[config.mk]
export PLATFORM = sky130hd
export DESIGN_NAME = csr_regfile_flat
export DESIGN_NICKNAME = d
export VERILOG_FILES = /design/src/rtl/csr_regfile_pkg.sv /design/src/rtl/csr_regfile_if.sv /design/src/rtl/csr_regfile_sync2.sv /design/src/rtl/csr_regfile.sv /design/src/flat_wrapper.sv
export SDC_FILE = /design/constraint.sdc
export NUM_CORES = 1
export LEC_CHECK = 0
export ABC_AREA = 1
export CORE_UTILIZATION = 45
export DETAILED_ROUTE_END_ITERATION = 8
export GPL_TIMING_DRIVEN = 0
export HOLD_SLACK_MARGIN = 0.1
export PLACE_DENSITY = 0.84
export SLEW_MARGIN = 20
export SYNTH_ARGS = -nofsm -noshare
export SYNTH_HDL_FRONTEND = slang
export SYNTH_SLANG_ARGS = --single-unit
[constraint.sdc]
create_clock -name clk -period 9.1 [get_ports clk]
set_input_delay 1.82 -clock clk [delete_from_list [all_inputs] [get_ports clk]]
set_output_delay 1.82 -clock clk [all_outputs]
set_load 0.01 [all_outputs]
[src/rtl/csr_regfile_pkg.sv]
// Shared register map, access types and bus sizing for csr_regfile.
// Slots 4/5 (IRQ_STATUS/IRQ_ENABLE) are mapped only when CSR_REGFILE_IRQ_EN is defined.
package csr_regfile_pkg;

  localparam int DEFAULT_ADDR_WIDTH = 3;
  localparam int DEFAULT_DATA_WIDTH = 32;

  localparam int unsigned CTRL_OFS       = 0;
  localparam int unsigned CFG0_OFS       = 1;
  localparam int unsigned CFG1_OFS       = 2;
  localparam int unsigned STATUS_OFS     = 3;
  localparam int unsigned IRQ_STATUS_OFS = 4;
  localparam int unsigned IRQ_ENABLE_OFS = 5;
  localparam int unsigned SCRATCH_OFS    = 6;

  typedef enum logic [1:0] {
    ACC_RW   = 2'd0,
    ACC_RO   = 2'd1,
    ACC_W1C  = 2'd2,
    ACC_NONE = 2'd3
  } access_t;

  function automatic access_t slot_access(input int unsigned slot);
    access_t acc;
    case (slot)
      CTRL_OFS, CFG0_OFS, CFG1_OFS, SCRATCH_OFS: acc = ACC_RW;
      STATUS_OFS:                                acc = ACC_RO;
`ifdef CSR_REGFILE_IRQ_EN
      IRQ_STATUS_OFS:                            acc = ACC_W1C;
      IRQ_ENABLE_OFS:                            acc = ACC_RW;
`endif
      default:                                   acc = ACC_NONE;
    endcase
    return acc;
  endfunction

endpackage

[src/rtl/csr_regfile_if.sv]
// Bus-bridge request/response bundle: single-cycle request pulse, one-cycle response strobe.
interface csr_regfile_if #(
  parameter int ADDR_WIDTH = 3,
  parameter int DATA_WIDTH = 32
);
  logic                    bus_req;
  logic                    bus_req_is_wr;
  logic [ADDR_WIDTH-1:0]   bus_addr;
  logic [DATA_WIDTH-1:0]   bus_wr_data;
  logic [DATA_WIDTH/8-1:0] bus_wr_biten;
  logic                    bus_ready;
  logic                    bus_err;
  logic [DATA_WIDTH-1:0]   bus_rd_data;

  modport master (
    output bus_req, bus_req_is_wr, bus_addr, bus_wr_data, bus_wr_biten,
    input  bus_ready, bus_err, bus_rd_data
  );

  modport slave (
    input  bus_req, bus_req_is_wr, bus_addr, bus_wr_data, bus_wr_biten,
    output bus_ready, bus_err, bus_rd_data
  );
endinterface

[src/rtl/csr_regfile_sync2.sv]
// csr_sync2: width-parameterised two-flop synchronizer, two clk cycles of latency.
module csr_sync2 #(
  parameter int WIDTH = 32
) (
  input  logic             clk,
  input  logic             rst,
  input  logic [WIDTH-1:0] d,
  output logic [WIDTH-1:0] q
);
  logic [WIDTH-1:0] meta;

  always_ff @(posedge clk or posedge rst) begin
    if (rst) begin
      meta <= '0;
      q    <= '0;
    end else begin
      meta <= d;
      q    <= meta;
    end
  end
endmodule

[src/rtl/csr_regfile.sv]
// CSR block: 8-slot register file behind a request/response bus, response one cycle after request.
// Interrupt slots and irq output are compiled in only with CSR_REGFILE_IRQ_EN.
module csr_regfile
  import csr_regfile_pkg::*;
#(
  parameter int                    ADDR_WIDTH = DEFAULT_ADDR_WIDTH,
  parameter int                    DATA_WIDTH = DEFAULT_DATA_WIDTH,
  parameter logic [DATA_WIDTH-1:0] CFG0_RESET = '0
) (
  input  logic                  clk,
  input  logic                  rst,
  csr_regfile_if.slave          bus,
  input  logic [DATA_WIDTH-1:0] hw_status,
  input  logic [DATA_WIDTH-1:0] hw_event,
  output logic [DATA_WIDTH-1:0] ctrl_o,
  output logic [DATA_WIDTH-1:0] cfg0_o,
  output logic [DATA_WIDTH-1:0] cfg1_o,
  output logic                  irq
);
  localparam int NBYTES = DATA_WIDTH / 8;

  logic [DATA_WIDTH-1:0] ctrl_q, cfg0_q, cfg1_q, scratch_q, status_sync;
  logic [DATA_WIDTH-1:0] be_mask, rd_mux;
  logic [DATA_WIDTH-1:0] ready_data_q;
  logic                  ready_q, err_q, req_err, wr_en;
  logic [31:0]           slot;
  access_t               acc;

  for (genvar k = 0; k < NBYTES; k++) begin : g_be
    assign be_mask[8*k +: 8] = {8{bus.bus_wr_biten[k]}};
  end

  assign slot    = 32'(bus.bus_addr);
  assign acc     = slot_access(slot);
  assign req_err = (acc == ACC_NONE) || (bus.bus_req_is_wr && acc == ACC_RO);
  assign wr_en   = bus.bus_req && bus.bus_req_is_wr && !req_err;

  csr_sync2 #(.WIDTH(DATA_WIDTH)) u_status_sync (
    .clk (clk),
    .rst (rst),
    .d   (hw_status),
    .q   (status_sync)
  );

  always_ff @(posedge clk or posedge rst) begin
    if (rst) begin
      ctrl_q    <= '0;
      cfg0_q    <= CFG0_RESET;
      cfg1_q    <= '0;
      scratch_q <= '0;
    end else if (wr_en) begin
      case (slot)
        CTRL_OFS:    ctrl_q    <= (ctrl_q    & ~be_mask) | (bus.bus_wr_data & be_mask);
        CFG0_OFS:    cfg0_q    <= (cfg0_q    & ~be_mask) | (bus.bus_wr_data & be_mask);
        CFG1_OFS:    cfg1_q    <= (cfg1_q    & ~be_mask) | (bus.bus_wr_data & be_mask);
        SCRATCH_OFS: scratch_q <= (scratch_q & ~be_mask) | (bus.bus_wr_data & be_mask);
        default: ;
      endcase
    end
  end

`ifdef CSR_REGFILE_IRQ_EN
  logic [DATA_WIDTH-1:0] irq_status_q, irq_enable_q, w1c_clr;
  logic                  irq_q;

  assign w1c_clr = (wr_en && slot == IRQ_STATUS_OFS) ? (bus.bus_wr_data & be_mask) : '0;

  // Events are OR-ed in after the clear so a coincident event wins over W1C.
  always_ff @(posedge clk or posedge rst) begin
    if (rst) begin
      irq_status_q <= '0;
      irq_enable_q <= '0;
      irq_q        <= 1'b0;
    end else begin
      irq_status_q <= (irq_status_q & ~w1c_clr) | hw_event;
      if (wr_en && slot == IRQ_ENABLE_OFS)
        irq_enable_q <= (irq_enable_q & ~be_mask) | (bus.bus_wr_data & be_mask);
      irq_q <= |(irq_status_q & irq_enable_q);
    end
  end

  assign irq = irq_q;
`else
  logic unused_hw_event;
  assign unused_hw_event = ^hw_event;
  assign irq = 1'b0;
`endif

  always_comb begin
    rd_mux = '0;
    case (slot)
      CTRL_OFS:       rd_mux = ctrl_q;
      CFG0_OFS:       rd_mux = cfg0_q;
      CFG1_OFS:       rd_mux = cfg1_q;
      STATUS_OFS:     rd_mux = status_sync;
      SCRATCH_OFS:    rd_mux = scratch_q;
`ifdef CSR_REGFILE_IRQ_EN
      IRQ_STATUS_OFS: rd_mux = irq_status_q;
      IRQ_ENABLE_OFS: rd_mux = irq_enable_q;
`endif
      default:        rd_mux = '0;
    endcase
  end

  // Response strobe follows every request by exactly one cycle; reset drops it.
  always_ff @(posedge clk or posedge rst) begin
    if (rst) begin
      ready_q      <= 1'b0;
      err_q        <= 1'b0;
      ready_data_q <= '0;
    end else begin
      ready_q      <= bus.bus_req;
      err_q        <= bus.bus_req && req_err;
      ready_data_q <= (bus.bus_req && !bus.bus_req_is_wr && !req_err) ? rd_mux : '0;
    end
  end

  assign bus.bus_ready   = ready_q;
  assign bus.bus_err     = err_q;
  assign bus.bus_rd_data = ready_data_q;
  assign ctrl_o          = ctrl_q;
  assign cfg0_o          = cfg0_q;
  assign cfg1_o          = cfg1_q;
endmodule

[src/flat_wrapper.sv]
// flat-port wrapper written by rule: the top's interface ports become plain ports
module csr_regfile_flat import csr_regfile_pkg::*;
#(
  parameter int                    ADDR_WIDTH = DEFAULT_ADDR_WIDTH,
  parameter int                    DATA_WIDTH = DEFAULT_DATA_WIDTH,
  parameter logic [DATA_WIDTH-1:0] CFG0_RESET = '0
)
  (clk, rst, hw_status, hw_event, ctrl_o, cfg0_o, cfg1_o, irq, bus_bus_req, bus_bus_req_is_wr, bus_bus_addr, bus_bus_wr_data, bus_bus_wr_biten, bus_bus_ready, bus_bus_err, bus_bus_rd_data);
  csr_regfile_if #(.ADDR_WIDTH(ADDR_WIDTH), .DATA_WIDTH(DATA_WIDTH)) bus_i ();
  input  logic clk;
  input  logic rst;
  input  logic [DATA_WIDTH-1:0] hw_status;
  input  logic [DATA_WIDTH-1:0] hw_event;
  output logic [DATA_WIDTH-1:0] ctrl_o;
  output logic [DATA_WIDTH-1:0] cfg0_o;
  output logic [DATA_WIDTH-1:0] cfg1_o;
  output logic irq;
  input wire logic [$bits(bus_i.bus_req)-1:0] bus_bus_req;
  input wire logic [$bits(bus_i.bus_req_is_wr)-1:0] bus_bus_req_is_wr;
  input wire logic [$bits(bus_i.bus_addr)-1:0] bus_bus_addr;
  input wire logic [$bits(bus_i.bus_wr_data)-1:0] bus_bus_wr_data;
  input wire logic [$bits(bus_i.bus_wr_biten)-1:0] bus_bus_wr_biten;
  output wire logic [$bits(bus_i.bus_ready)-1:0] bus_bus_ready;
  output wire logic [$bits(bus_i.bus_err)-1:0] bus_bus_err;
  output wire logic [$bits(bus_i.bus_rd_data)-1:0] bus_bus_rd_data;
  assign bus_i.bus_req = bus_bus_req;
  assign bus_i.bus_req_is_wr = bus_bus_req_is_wr;
  assign bus_i.bus_addr = bus_bus_addr;
  assign bus_i.bus_wr_data = bus_bus_wr_data;
  assign bus_i.bus_wr_biten = bus_bus_wr_biten;
  assign bus_bus_ready = bus_i.bus_ready;
  assign bus_bus_err = bus_i.bus_err;
  assign bus_bus_rd_data = bus_i.bus_rd_data;
  csr_regfile #(.ADDR_WIDTH(ADDR_WIDTH), .DATA_WIDTH(DATA_WIDTH), .CFG0_RESET(CFG0_RESET)) u_core (.clk(clk), .rst(rst), .bus(bus_i), .hw_status(hw_status), .hw_event(hw_event), .ctrl_o(ctrl_o), .cfg0_o(cfg0_o), .cfg1_o(cfg1_o), .irq(irq));
endmodule
==> metrics.txt, run 1 <==
Max clock buf depth 3; vias in the first global route 8,204; fill count roughly 1,600; Yosys reg bits 226; number of setup violations in the final report 0; Syn-to-layout area delta 34.5%; Reg2Reg Setup Slack 8.13 ns; crit path launch type primary input; Placed Cells 1,465; area of the multi-input gates 3110 um2; area leader, netlist dfrtp_1; largest net degree at the start of global routing 109; routed vias/inst 5.57; share of the synthesized area in the top cell type 0.621; RSZ-0062 raised after global routing no; status completed; Rows 51; Finished Core Util 0.623; share of cells above drive strength 1 0.0581; CP max-delay cell nor2_1; slowest stage delay, CP between 0.7 and 0.8 ns; Root Buffer clkbuf_16; max frequency 260 MHz; worst hold endpoint u_core.u_status_sync.q[7]$_DFF_PP0_; Hold Path Cell Cnt 0; delay-heaviest family, CP buffers and inverters; Synth area leaders dfrtp_1, nand2_1, nand4_1; HPWL Detailed 20,000 um; Clock Skews between 0.015 and 0.02 ns; initial antenna violation count 0; register area 5660 um2; Routed Antenna Nets 0; kind of critical path in -> reg; die height 144 um; Reg2Reg Depth 4; clock sinks 226; most used cell, CP nor2_1; worst skew pair latency 0.52 ns; reg2reg end u_core.bus.bus_rd_data[12]$_DFF_PP0_; PD cells 208 nW/um2; ys flop type dfrtp_1; Warnings, synthesis 0; H-tree Lvls 1; CTS tree built; Synth Instances about 1,000; Final nets 1,334; required time worst endpoint 9.54 ns; number of max-cap violations 0; drt drc 0; synthesized net count 1,106; Leakage 5.85 nW; Top Ports 238; drt pass-1 iters 7; WP buf/inv 2; Tot Pwr approximately 0.0025 W; die width about 140 um; Worst-path clk slew 0.06 ns; Avg WL per Cell around 20 um; first-pass GRT wire length 45,700 um; Final Hold Fails 0; CTS Buf Count 25; Setup Fix Bufs, Post-CTS 0; Setup crit end kind flip-flop; GRT overflow 0; gpl congestion 0.893; drt total wl 30,200 um; relative slew slack 0.383; Total GRT Usage 0.297; core area 19,700 um2; register area share after synthesis 0.621; initial core utilization 0.463; number of diodes 0; die area 20,800 um2; Syn Area/Cell 9.11 um2; Final min period around 3.8 ns; PostCTS Resize Cnt 0; Netlist Area Pre-Place 9100 um2; crit path max fanout 10; Max Slew Vio Count 0; HP Start u_core.u_status_sync.meta[7]$_DFF_PP0_; hold_buf cts 0; PortBufs 199; asr flop ratio synth 1.00; Finished Layout Cells 1,504; routed via count 8,376; Tightest Hold Check Type reg -> reg; worst path cell trace clkdlybuf4s50_1 > nor2_1 > clkbuf_1 > nand3_1 > nand3_1 > nor2_1 > nor2_1; Post-synth EDFFs 0; Netlist cell types 20; maximum vdd drop 0.000129 V; Arr. time, crit path between 4 and 5 ns; Tcrit/Tclk final 0.423; Least-Margin Pin Slew 0.926 ns; Iter 0 DRT Violations 801
per-layer routing:
layer  vias to the layer above  GRT usage  wire [um]
met4                         0      0.143       1230
met3                        87     0.0626       2890
met1                      4038      0.400      12200
met5                         -          0          0
li1                       3764          -          -
met2                       487      0.458      13800
power breakdown:
group / internal, W / total [W] / leakage, nW / switching [W]
combinational: 0.000193 / 0.000412 / 2.58 / 0.000219
sequential: 0.00111 / 0.00119 / 2.90 / 0.0000766
clock: 0.000560 / 0.000946 / 0.363 / 0.000387
total: 0.00187 / 0.00255 / 5.85 / 0.000682
logic make-up (layout without fill, tap and decap cells):
group / Yosys count / after routing / synth area share
AOI/OAI and AO/OA: 37 / 37 / 0.0206
buffers and inverters: 74 / 314 / 0.0373
DFF: 226 / 226 / 0.621
other: 1 / 1 / 0.000412
and+or+nand+nor: 661 / 661 / 0.320
cells in the mapped netlist (2+ instances only):
master / number
buf_1: 3
buf_2: 10
buf_4: 13
clkbuf_1: 34
dfrtp_1: 226
inv_1: 12
inv_2: 2
nand2_1: 393
nand3_1: 91
nand3_2: 5
nand4_1: 97
nor2_1: 68
nor2_2: 2
nor2_4: 3
o21ai_0: 34
o21ai_1: 2
per-stage QoR:
stage / hold slack, ns / setup slack [ns] / setup TNS [ns] / cell area (um2)
6_report: 0.343 / 5.25 / 0 / 12200
4_1_cts: 0.346 / 5.38 / 0 / 12200
3_3_place_gp: 0.333 / -1.57 / -352.00 / 11400
5_1_grt: 0.354 / 5.17 / 0 / 12200
3_5_place_dp: 0.335 / 4.79 / 0 / 11500
2_1_floorplan: 0.331 / 1.09 / 0 / 9100
worst max path at each step:
stage | startpoint | end | slack (ns) | cells past startpoint
after floorplan | rst | async pin | 1.09 | 1
after global placement | rst | u_core.u_status_sync.meta[12]$_DFF_PP0_ | -1.57 | 2
after detailed placement | bus_bus_addr[0] | u_core.bus.bus_rd_data[12]$_DFF_PP0_ | 4.79 | 7
after CTS | bus_bus_addr[0] | u_core.bus.bus_rd_data[21]$_DFF_PP0_ | 5.38 | 7
after global routing | bus_bus_addr[0] | u_core.bus.bus_rd_data[21]$_DFF_PP0_ | 5.17 | 7
final | bus_bus_addr[0] | u_core.bus.bus_rd_data[21]$_DFF_PP0_ | 5.25 | 7
cell type report:
| type | count | share of cell area |
|---|---|---|
| repair buffers | 201 | 0.167 |
| inverters | 14 | 0.00491 |
| clock inverters | 3 | 0.00348 |
| well taps | 265 | 0.0271 |
| plain buffers | 60 | 0.0234 |
| flip-flops and latches | 226 | 0.462 |
| multi-input cells | 699 | 0.254 |
| clock buffers | 36 | 0.0578 |
cells in the final DEF, fill, tap and decap left out, types with 2 or more instances in the layout:
cell type	instances
nand3_2	5
clkbuf_16	25
nor2_4	3
nand2_1	393
nor2_1	68
nor2_2	2
inv_2	2
clkbuf_8	4
buf_1	3
buf_4	13
nand4_1	97
dfrtp_1	226
clkbuf_1	41
o21ai_0	34
clkdlybuf4s50_1	199
o21ai_1	2
buf_16	2
inv_1	11
nand3_1	91
buf_2	10
Power figures use the tool's default switching activity.
==> inputs of run 2 (changes only) <==
- clock period: 9.1 -> 3.7 ns (I/O delays scaled with it)
==> metrics.txt, run 2 (synthesis results as in run 1) <==
status completed (unchanged); Cell Area, Placed 11,600 um2 (was 11,500 um2); worst skew pair latency 0.52 ns (about the same); GRT overflow 0 (unchanged); Reg2Reg Setup Slack 2.77 ns (was 8.13 ns); Tcrit/Tclk final 0.725; die height 144 um (unchanged); drt drc 0 (unchanged); drt total wl 30,600 um (was 30,200 um); number of max-cap violations 0 (unchanged); cell area after layout 12,300 um2 (was 12,200 um2); PD cells 511 nW/um2 (was 208 nW/um2); die area 20,800 um2 (unchanged); most frequent cells in the layout nand2_1, dfrtp_1, clkdlybuf4s50_1 (unchanged); CTS tree built (unchanged); clock sinks 226 (unchanged); delay-heaviest family, CP buffers and inverters (unchanged); gpl congestion 0.882 (was 0.893); Final Hold Fails 0 (unchanged); CTS Buf Count 25 (unchanged); Sw Ratio 0.267 (was 0.268); Final min period 2.68 ns; Avg WL per Cell 20.3 um (was 20.0 um); Reg power frac 0.464 (was 0.467); routed via count 8,434 (was 8,376); share of cells above drive strength 1 0.0627 (was 0.0581); die width 144 um (unchanged); largest net degree at the start of global routing 36 (was 109); most common cell after layout, fill and taps aside nand2_1 (unchanged); Switch Pwr 0.00168 W (was 0.000682 W); Tightest Hold Check Type reg -> reg (unchanged); Setup crit end kind flip-flop (unchanged); Routed Antenna Nets 0 (unchanged); Tot Pwr 0.00630 W (was 0.00255 W); max frequency 373 MHz; Max clock buf depth 3 (unchanged); Fin Setup TNS 0 ns (unchanged); Hold Slack 0.342 ns (was 0.343 ns); initial antenna violation count 0 (unchanged); routed vias/inst 5.59 (was 5.57); Total GRT Usage 0.302 (was 0.297); number of diodes 0 (unchanged); CP max-delay cell nor2_1 (unchanged); relative slew slack 0.338 (was 0.383); number of setup violations in the final report 0 (unchanged); H-tree Lvls 1 (unchanged); first-pass GRT wire length 46,800 um (was 45,700 um); PortBufs 199 (unchanged); crit path max fanout 10 (unchanged); worst path cell trace clkdlybuf4s50_1 > nor2_1 > clkbuf_1 > nand3_1 > nand3_1 > nor2_1 > nor2_1 (unchanged); Clock Skews 0.0168 ns (was 0.0190 ns); slowest stage delay, CP 0.72 ns (about the same); Top Ports 238 (unchanged); crit path launch type primary input (unchanged); maximum vdd drop 0.000409 V (was 0.000129 V); core area 19,700 um2 (unchanged); internal power 0.00462 W (was 0.00187 W); vias in the first global route 8,346 (was 8,204); Syn-to-layout area delta 35.6% (was 34.5%); drt pass-1 iters 5 (was 7); Worst-path clk slew 0.06 ns (about the same); required time worst endpoint 4.13 ns (was 9.54 ns); HPWL Detailed 21,000 um (was 20,000 um); hold_buf cts 0 (unchanged); PostCTS Resize Cnt 0 (unchanged); Rows 51 (unchanged); Leakage 5.89 nW (was 5.85 nW); Least-Margin Pin Slew 0.994 ns (was 0.926 ns); Clock power frac 0.372 (was 0.371); combinational group share of total power 0.164 (was 0.162); most used cell, CP nor2_1 (unchanged); initial core utilization 0.463 (unchanged); Setup Fix Bufs, Post-CTS 0 (unchanged); Final nets 1,339 (was 1,334); Root Buffer clkbuf_16 (unchanged); WP buf/inv 2 (unchanged); Iter 0 DRT Violations 1,000 (was 801); Arr. time, crit path 3.11 ns (was 4.29 ns); RSZ-0062 raised after global routing no (unchanged); Max Slew Vio Count 0 (unchanged); kind of critical path in -> reg (unchanged)
-- run 2: cell type report --
type | count | area [um2]
multi-input combinational | 699 | 3110
buffer | 60 | 287
fill | 1645 | 7320
clock buffer | 37 | 721
inverter | 14 | 56.3
tap | 265 | 332
clock inverter | 3 | 40.0
sequential | 226 | 5660
timing repair buffer | 206 | 2140
-- run 2: worst paths after layout --
check | startpoint | to | depth (start not counted)
min in group asynchronous | rst | u_core.bus.bus_rd_data[29]$_DFF_PP0_ | 2
max in group asynchronous | rst | u_core.u_status_sync.meta[13]$_DFF_PP0_ | 5
setup reg to reg | flip-flop | u_core.bus.bus_rd_data[19]$_DFF_PP0_ | 4
hold reg to reg | u_core.u_status_sync.meta[7]$_DFF_PP0_ | u_core.u_status_sync.q[7]$_DFF_PP0_ | 0
hold / removal | u_core.u_status_sync.meta[7]$_DFF_PP0_ | u_core.u_status_sync.q[7]$_DFF_PP0_ | 0
setup / recovery | bus_bus_addr[0] | u_core.bus.bus_rd_data[19]$_DFF_PP0_ | 7
-- run 2: metrics by stage --
stage                     std cells  setup WS [ns]  utilization
after global routing           1510          0.881        0.628
after floorplan                 999        0.00800            -
final                          1510           1.02        0.628
after CTS                      1510           1.08        0.628
after global placement         1463          -1.59        0.581
after detailed placement       1470          0.578        0.589
-- run 2: power groups by stage --
stage                     combinational, W  clock (W)  sequential [W]
final                              0.00103    0.00234         0.00293
after CTS                          0.00103    0.00235         0.00292
after floorplan                   0.000348          0         0.00300
after global placement            0.000975          0         0.00295
after global routing               0.00112    0.00247         0.00295
after detailed placement           0.00103          0         0.00296
-- run 2: routing by layer --
layer | part of all wire | vias to the layer above | GRT usage
met4 | 0.041 | 0 | 0.133
li1 | - | 3751 | -
met2 | 0.46 | 549 | 0.478
met3 | 0.095 | 93 | 0.0546
met1 | 0.40 | 4041 | 0.406
met5 | 0 | - | 0
